==> config.mk <==
export PLATFORM = sky130hd
export DESIGN_NAME = ram_sdp_be
export DESIGN_NICKNAME = d
export VERILOG_FILES = /design/src/rtl/ram_pkg.sv /design/src/rtl/ram_rd_pipe.sv /design/src/rtl/ram_sdp_be.sv
export SDC_FILE = /design/constraint.sdc
export NUM_CORES = 1
export LEC_CHECK = 0
export BUFFER_PORTS_ARGS = -buffer_cell sky130_fd_sc_hd__buf_2
export CORE_MARGIN = 2
export CORE_UTILIZATION = 55
export CTS_CLUSTER_SIZE = 40
export DETAILED_ROUTE_END_ITERATION = 10
export PLACE_DENSITY = 0.74
export SYNTH_ARGS = -nofsm -noshare
export SYNTH_HDL_FRONTEND = slang
export SYNTH_SLANG_ARGS = --single-unit
==> constraint.sdc <==
create_clock -name clk -period 2.15 [get_ports clk]
set_input_delay 0.3225 -clock clk [delete_from_list [all_inputs] [get_ports clk]]
set_output_delay 0.3225 -clock clk [all_outputs]
set_load 0.005 [all_outputs]
==> src/rtl/ram_pkg.sv <==
// Shared definitions for the byte-enable simple dual-port RAM: read-during-write
// encodings, clear FSM states, default parameter values and an index-width helper.
package ram_pkg;

  localparam int RDW_OLD_DATA = 0;
  localparam int RDW_NEW_DATA = 1;

  localparam int DEF_DATA_WIDTH     = 8;
  localparam int DEF_ADDR_BUS_WIDTH = 4;
  localparam int DEF_MAX_MEM_LOC    = 15;
  localparam int DEF_RD_LATENCY     = 1;
  localparam int DEF_RDW_MODE       = RDW_OLD_DATA;
  localparam int DEF_CLEAR_ON_RESET = 1;

  typedef enum logic {
    CLEAR = 1'b0,
    READY = 1'b1
  } clr_state_e;

  function automatic int idxWidth(input int depth);
    return (depth > 1) ? $clog2(depth) : 1;
  endfunction

endpackage

==> src/rtl/ram_rd_pipe.sv <==
// Read output pipeline: RD_LATENCY register stages carrying the read word and its
// valid bit. The last stage only loads on a valid word so the output holds between
// reads, and reset flushes every stage so in-flight reads never surface.
module ram_rd_pipe
  import ram_pkg::*;
#(
  parameter int DATA_WIDTH = DEF_DATA_WIDTH,
  parameter int RD_LATENCY = DEF_RD_LATENCY
) (
  input  logic                  clk,
  input  logic                  rst,
  input  logic                  valid_i,
  input  logic [DATA_WIDTH-1:0] data_i,
  output logic                  valid_o,
  output logic [DATA_WIDTH-1:0] data_o
);

  logic                  outValid_d;
  logic [DATA_WIDTH-1:0] outData_d;
  logic                  outValid_q;
  logic [DATA_WIDTH-1:0] outData_q;

  if (RD_LATENCY == 2) begin : g_two_stage
    logic                  stageValid_q;
    logic [DATA_WIDTH-1:0] stageData_q;

    // Extra stage in front of the output register for the two-cycle latency.
    always_ff @(posedge clk) begin
      if (rst) begin
        stageValid_q <= 1'b0;
        stageData_q  <= '0;
      end else begin
        stageValid_q <= valid_i;
        if (valid_i) begin
          stageData_q <= data_i;
        end
      end
    end

    assign outValid_d = stageValid_q;
    assign outData_d  = stageData_q;
  end else begin : g_one_stage
    assign outValid_d = valid_i;
    assign outData_d  = data_i;
  end

  // Output register: valid is a one-cycle strobe, data holds until the next valid word.
  always_ff @(posedge clk) begin
    if (rst) begin
      outValid_q <= 1'b0;
      outData_q  <= '0;
    end else begin
      outValid_q <= outValid_d;
      if (outValid_d) begin
        outData_q <= outData_d;
      end
    end
  end

  assign valid_o = outValid_q;
  assign data_o  = outData_q;

endmodule

==> src/rtl/ram_sdp_be.sv <==
// Simple dual-port RAM with per-byte write enables, selectable read latency and
// read-during-write behaviour, range checking on both ports, and an optional
// post-reset clear sequence that zeroes one location per cycle.
module ram_sdp_be
  import ram_pkg::*;
#(
  parameter int DATA_WIDTH     = DEF_DATA_WIDTH,
  parameter int ADDR_BUS_WIDTH = DEF_ADDR_BUS_WIDTH,
  parameter int MAX_MEM_LOC    = DEF_MAX_MEM_LOC,
  parameter int RD_LATENCY     = DEF_RD_LATENCY,
  parameter int RDW_MODE       = DEF_RDW_MODE,
  parameter int CLEAR_ON_RESET = DEF_CLEAR_ON_RESET
) (
  input  logic                      clk,
  input  logic                      rst,
  input  logic                      write_en,
  input  logic [ADDR_BUS_WIDTH-1:0] wr_addr,
  input  logic [DATA_WIDTH-1:0]     data_inbit,
  input  logic [DATA_WIDTH/8-1:0]   byte_en,
  input  logic                      read_en,
  input  logic [ADDR_BUS_WIDTH-1:0] rd_addr,
  output logic [DATA_WIDTH-1:0]     data_outbit,
  output logic                      rd_valid,
  output logic                      init_busy,
  output logic                      addr_err
);

  localparam int          NUM_BYTES = DATA_WIDTH / 8;
  localparam int          IDX_W     = idxWidth(MAX_MEM_LOC + 1);
  localparam int unsigned LAST_LOC  = MAX_MEM_LOC;
  localparam logic [IDX_W-1:0] LAST_IDX = IDX_W'(MAX_MEM_LOC);

  if (RD_LATENCY != 1 && RD_LATENCY != 2) begin : g_bad_latency
    $error("ram_sdp_be: RD_LATENCY must be 1 or 2");
  end
  if (DATA_WIDTH < 8 || (DATA_WIDTH % 8) != 0) begin : g_bad_width
    $error("ram_sdp_be: DATA_WIDTH must be a non-zero multiple of 8");
  end
  if (MAX_MEM_LOC < 0 || MAX_MEM_LOC >= (2 ** ADDR_BUS_WIDTH)) begin : g_bad_depth
    $error("ram_sdp_be: MAX_MEM_LOC must lie below 2**ADDR_BUS_WIDTH");
  end
  if (RDW_MODE != RDW_OLD_DATA && RDW_MODE != RDW_NEW_DATA) begin : g_bad_rdw
    $error("ram_sdp_be: RDW_MODE must be 0 or 1");
  end

  clr_state_e             state_q;
  logic [IDX_W-1:0]       clrCnt_q;
  logic                   addrErr_q;
  logic [DATA_WIDTH-1:0]  mem [0:MAX_MEM_LOC];

  logic                   ready;
  logic                   clrWrite;
  logic                   wrInRange;
  logic                   rdInRange;
  logic                   wrAccept;
  logic                   rdAccept;
  logic                   sameAddr;
  logic                   addrErr_d;
  logic [IDX_W-1:0]       wrIdx;
  logic [IDX_W-1:0]       rdIdx;
  logic [DATA_WIDTH-1:0]  byteMask;
  logic [DATA_WIDTH-1:0]  oldWord;
  logic [DATA_WIDTH-1:0]  mergedWord;
  logic [DATA_WIDTH-1:0]  rdWord_d;

  // Request qualification and the read word, including the same-address bypass.
  always_comb begin
    ready      = (state_q == READY) && !rst;
    clrWrite   = (state_q == CLEAR) && !rst;
    wrInRange  = 32'(wr_addr) <= LAST_LOC;
    rdInRange  = 32'(rd_addr) <= LAST_LOC;
    wrAccept   = ready && write_en && wrInRange;
    rdAccept   = ready && read_en;
    sameAddr   = wrAccept && rdInRange && (wr_addr == rd_addr);
    addrErr_d  = ready && ((write_en && !wrInRange) || (read_en && !rdInRange));
    wrIdx      = wr_addr[IDX_W-1:0];
    rdIdx      = rd_addr[IDX_W-1:0];
    byteMask   = '0;
    for (int b = 0; b < NUM_BYTES; b++) begin
      byteMask[8*b +: 8] = {8{byte_en[b]}};
    end
    oldWord    = rdInRange ? mem[rdIdx] : '0;
    mergedWord = (oldWord & ~byteMask) | (data_inbit & byteMask);
    rdWord_d   = oldWord;
    if (RDW_MODE == RDW_NEW_DATA && sameAddr) begin
      rdWord_d = mergedWord;
    end
  end

  // Storage array: the clear sequence owns the write port until READY, then byte writes.
  always_ff @(posedge clk) begin
    if (clrWrite) begin
      mem[clrCnt_q] <= '0;
    end else if (wrAccept) begin
      for (int b = 0; b < NUM_BYTES; b++) begin
        if (byte_en[b]) begin
          mem[wrIdx][8*b +: 8] <= data_inbit[8*b +: 8];
        end
      end
    end
  end

  // Clear FSM: walks the counter over every location once, then parks in READY.
  always_ff @(posedge clk) begin
    if (rst) begin
      if (CLEAR_ON_RESET != 0) begin
        state_q <= CLEAR;
      end else begin
        state_q <= READY;
      end
      clrCnt_q <= '0;
    end else begin
      case (state_q)
        CLEAR: begin
          if (clrCnt_q == LAST_IDX) begin
            state_q  <= READY;
            clrCnt_q <= '0;
          end else begin
            clrCnt_q <= clrCnt_q + IDX_W'(1);
          end
        end
        READY: begin
          state_q <= READY;
        end
      endcase
    end
  end

  // Out-of-range strobe, one cycle after the offending request on either port.
  always_ff @(posedge clk) begin
    if (rst) begin
      addrErr_q <= 1'b0;
    end else begin
      addrErr_q <= addrErr_d;
    end
  end

  ram_rd_pipe #(
    .DATA_WIDTH (DATA_WIDTH),
    .RD_LATENCY (RD_LATENCY)
  ) u_rd_pipe (
    .clk     (clk),
    .rst     (rst),
    .valid_i (rdAccept),
    .data_i  (rdWord_d),
    .valid_o (rd_valid),
    .data_o  (data_outbit)
  );

  assign init_busy = (state_q == CLEAR);
  assign addr_err  = addrErr_q;

endmodule
==> flow_metrics.py <==
metrics = {
    "layout": {
        "regArea_um2": 4120,
        "area_delta_synth_final_pct": 19.0,
        "multi_input_area_um2": 1450,
        "layout.nets": 381,
        "final_layout_size_suffix_gt1_share_pct": 27.2,
        "final_cell_mix": "edfxtp_1, buf_2, buf_4, mux4_1, nor2_1",
        "layout_commonest_cell": "edfxtp_1",
        "finish.cell_count_without_fillers": 508,
        "n_antenna_cell": 0,
        "fillers": 659,
    },
    "clock_tree": {
        "cts.sinks": 142,
        "cts-root-buf": "clkbuf_8",
        "clkSlewWorstSetupHoldPaths_ns": 0.06,
        "clk_path_buf_depth": 2,
        "clock_latency_ns": 0.53,
        "cts_tree": "yes",
        "cts_max_level": 4,
        "cts_buffers": 17,
    },
    "routing": {
        "first_iter_violations": 393,
        "routedWlPerCell_um": 22.2,
        "drc": 0,
        "vias": 2986,
        "drt-total-wl_mm": 11.3,
        "antenna_left": 0,
        "drtPass1Iterations": 4,
        "via_per_inst": 5.88,
    },
    "worst_setup_path": {
        "required_ns": 2.30,
        "critPathLaunchType": "flip-flop",
        "slowest_stage": "nor2_1",
        "crit_chain": "and4b_1 > mux2_2 > nand2_1 > nor2_1",
        "cp-end-kind": "flip-flop",
        "path_class": "reg -> reg",
        "critPathMaxStageDelay_ns": 0.67,
        "reg2reg_slack_ns": -0.008,
        "crit_fanout": 10,
        "worstPathArrival_ns": 2.31,
    },
    "floorplan": {
        "floorplan.rows": 37,
        "die_area_um2": 11200,
        "initial_core_util_pct": 55.8,
        "core-area_um2": 10200,
        "die_w_um": 106,
        "die_y_um": 106,
        "ios": 32,
    },
    "grt": {
        "antenna_found_initial": 0,
        "grt_first_pass_wirelength_mm": 17.4,
        "track_usage_pct": 22.1,
        "grt.overflow.total": 0,
        "grt_pass1_vias": 2930,
        "grt_max_degree": 35,
    },
    "pwr": {
        "power.density_nw_per_um2": 953,
        "power_mw": 6.45,
        "cellLeakagePower_nw": 2.61,
        "peakVddDrop_v": 0.000701,
    },
    "sta": {
        "drv_slew": 0,
        "layout_min_cycle_time_ns": 2.16,
        "setup_viol": 8,
        "final.period_utilization_pct": 100,
        "fin_hold_ws_ns": 0.125,
        "relSlewSlack_pct": 44.9,
        "hold_violations": 0,
        "worstMarginPinSlew_ns": 0.823,
        "layout_setup_ws_ns": -0.00791,
        "rsz0062_at_grt": "yes",
        "fin_skew_ns": 0.00692,
        "fmax_ghz": 0.463,
    },
    "synthesis": {
        "synth-seq-cells": 142,
        "synth_cells": 301,
        "synth_area_um2": 5680,
        "postSynthAreaPerCell_um2": 18.9,
        "ys_warn_count": 0,
        "ys_types": 36,
        "synth_nets": 323,
        "ys_seq_area_share_pct": 72.6,
    },
    "flow_run": {
        "cap_violations": 0,
    },
    "place": {
        "place_congestion": 0.812,
        "hpwlAfterDp_mm": 6.79,
        "port_buffers": 30,
        "dp_slack_ns": -0.104,
        "placedCellCount": 476,
    },
    "run_status": {
        "status": "finished, violations left",
        "failed_checks": "negative setup slack",
    },
    "hold_path": {
        "hold_path_class": "in -> reg",
    },
}
-- cell usage after synthesis, drive strengths merged --
cell,number,share of area (%)
buf,13,1.7
o211ai,8,1.1
edfxtp,128,68
nor3b,4,0.62
or2,1,0.11
a21oi,7,0.62
and4b,1,0.18
a22oi,8,1.1
dfxtp,14,4.9
and2b,1,0.13
ha,1,0.22
or3,1,0.11
o21ai,1,0.088
nor2,22,1.5
nand4,2,0.22
mux2i,14,2.5
and2,8,0.88
nand3b,1,0.13
conb,1,0.066
nor2b,2,0.22
nand4b,1,0.15
mux2,1,0.20
clkbuf,1,0.066
inv,4,0.26
nand2b,1,0.11
nor3,2,0.26
nand3,2,0.18
a31oi,4,0.44
nand2,16,1.1
mux4,30,13
xnor2,1,0.15
-- final cells by class --
| class | instances | area share [%] |
|---|---|---|
| sequential | 142 | 61.0 |
| multi-input combinational | 141 | 21.5 |
| clock buffer | 17 | 6.12 |
| timing repair buffer | 53 | 5.14 |
| clock inverter | 15 | 3.57 |
| tap | 136 | 2.52 |
| inverter | 4 | 0.222 |
-- sequential cells by signal, summed over array words and instances, names as in the netlist --
register           cells
mem                  128
u_rd_pipe.data_o       8
clrCnt_q               4
state_q                1
u_rd_pipe.valid_o      1
-- routing by layer --
layer  GRT usage, %  wire length, um  part of all wire (%)  vias up
li1               -                -                     -     1339
met1           32.8             4970                    44     1462
met2           31.3             5060                    45      172
met3           6.25             1000                   8.9       13
met4           9.21              238                   2.1        0
met5              0                0                     0        -
-- metrics by stage --
stage               utilization, %  area (um^2)  TNS (ns)
global placement              59.9         6100    -0.561
floorplan                        -         5680         0
finish                        66.4         6770   -0.0405
CTS                           66.3         6760         0
detailed placement            59.9         6100     -2.66
global route                  66.4         6770     -1.91
-- where the power goes --
| part | switching (mW) | internal (mW) |
|---|---|---|
| registers | 0.0149 | 3.00 |
| logic | 0.118 | 0.101 |
| clock network | 1.10 | 2.11 |
-- path summary, 6_finish.rpt --
kind | end | startpoint | cells past startpoint
hold / removal | clrCnt_q[3] | rst | 3
setup reg to reg | mem[14][2] | state_q | 4
hold reg to reg | u_rd_pipe.data_o[1] | u_rd_pipe.data_o[1] | 2
setup / recovery | mem[14][2] | state_q | 4
-- cell families after synthesis --
| kind of cell | after synthesis | synth area share [%] |
|---|---|---|
| adders and majority gates | 1 | 0.220 |
| AOI/OAI and AO/OA | 28 | 3.26 |
| xor gates and xnor gates | 1 | 0.154 |
| and+or+nand+nor | 65 | 5.81 |
| muxes | 45 | 15.9 |
| buffers and inverters | 18 | 2.05 |
| DFF | 142 | 72.6 |
| other | 1 | 0.0660 |
-- timing repair --
item                                    in CTS  in global routing
setup buffers                                0                  0
resized for setup                            0                  4
endpoints found under the setup margin       0                 51
hold buffers                                 0                  0
-- worst max-delay path, delay by kind of cell (launching register included) --
kind | cells | cell delay, ns
muxes | 1 | 0.24
DFF | 1 | 0.32
and+or+nand+nor | 3 | 1.21
Power figures use the tool's default switching activity.
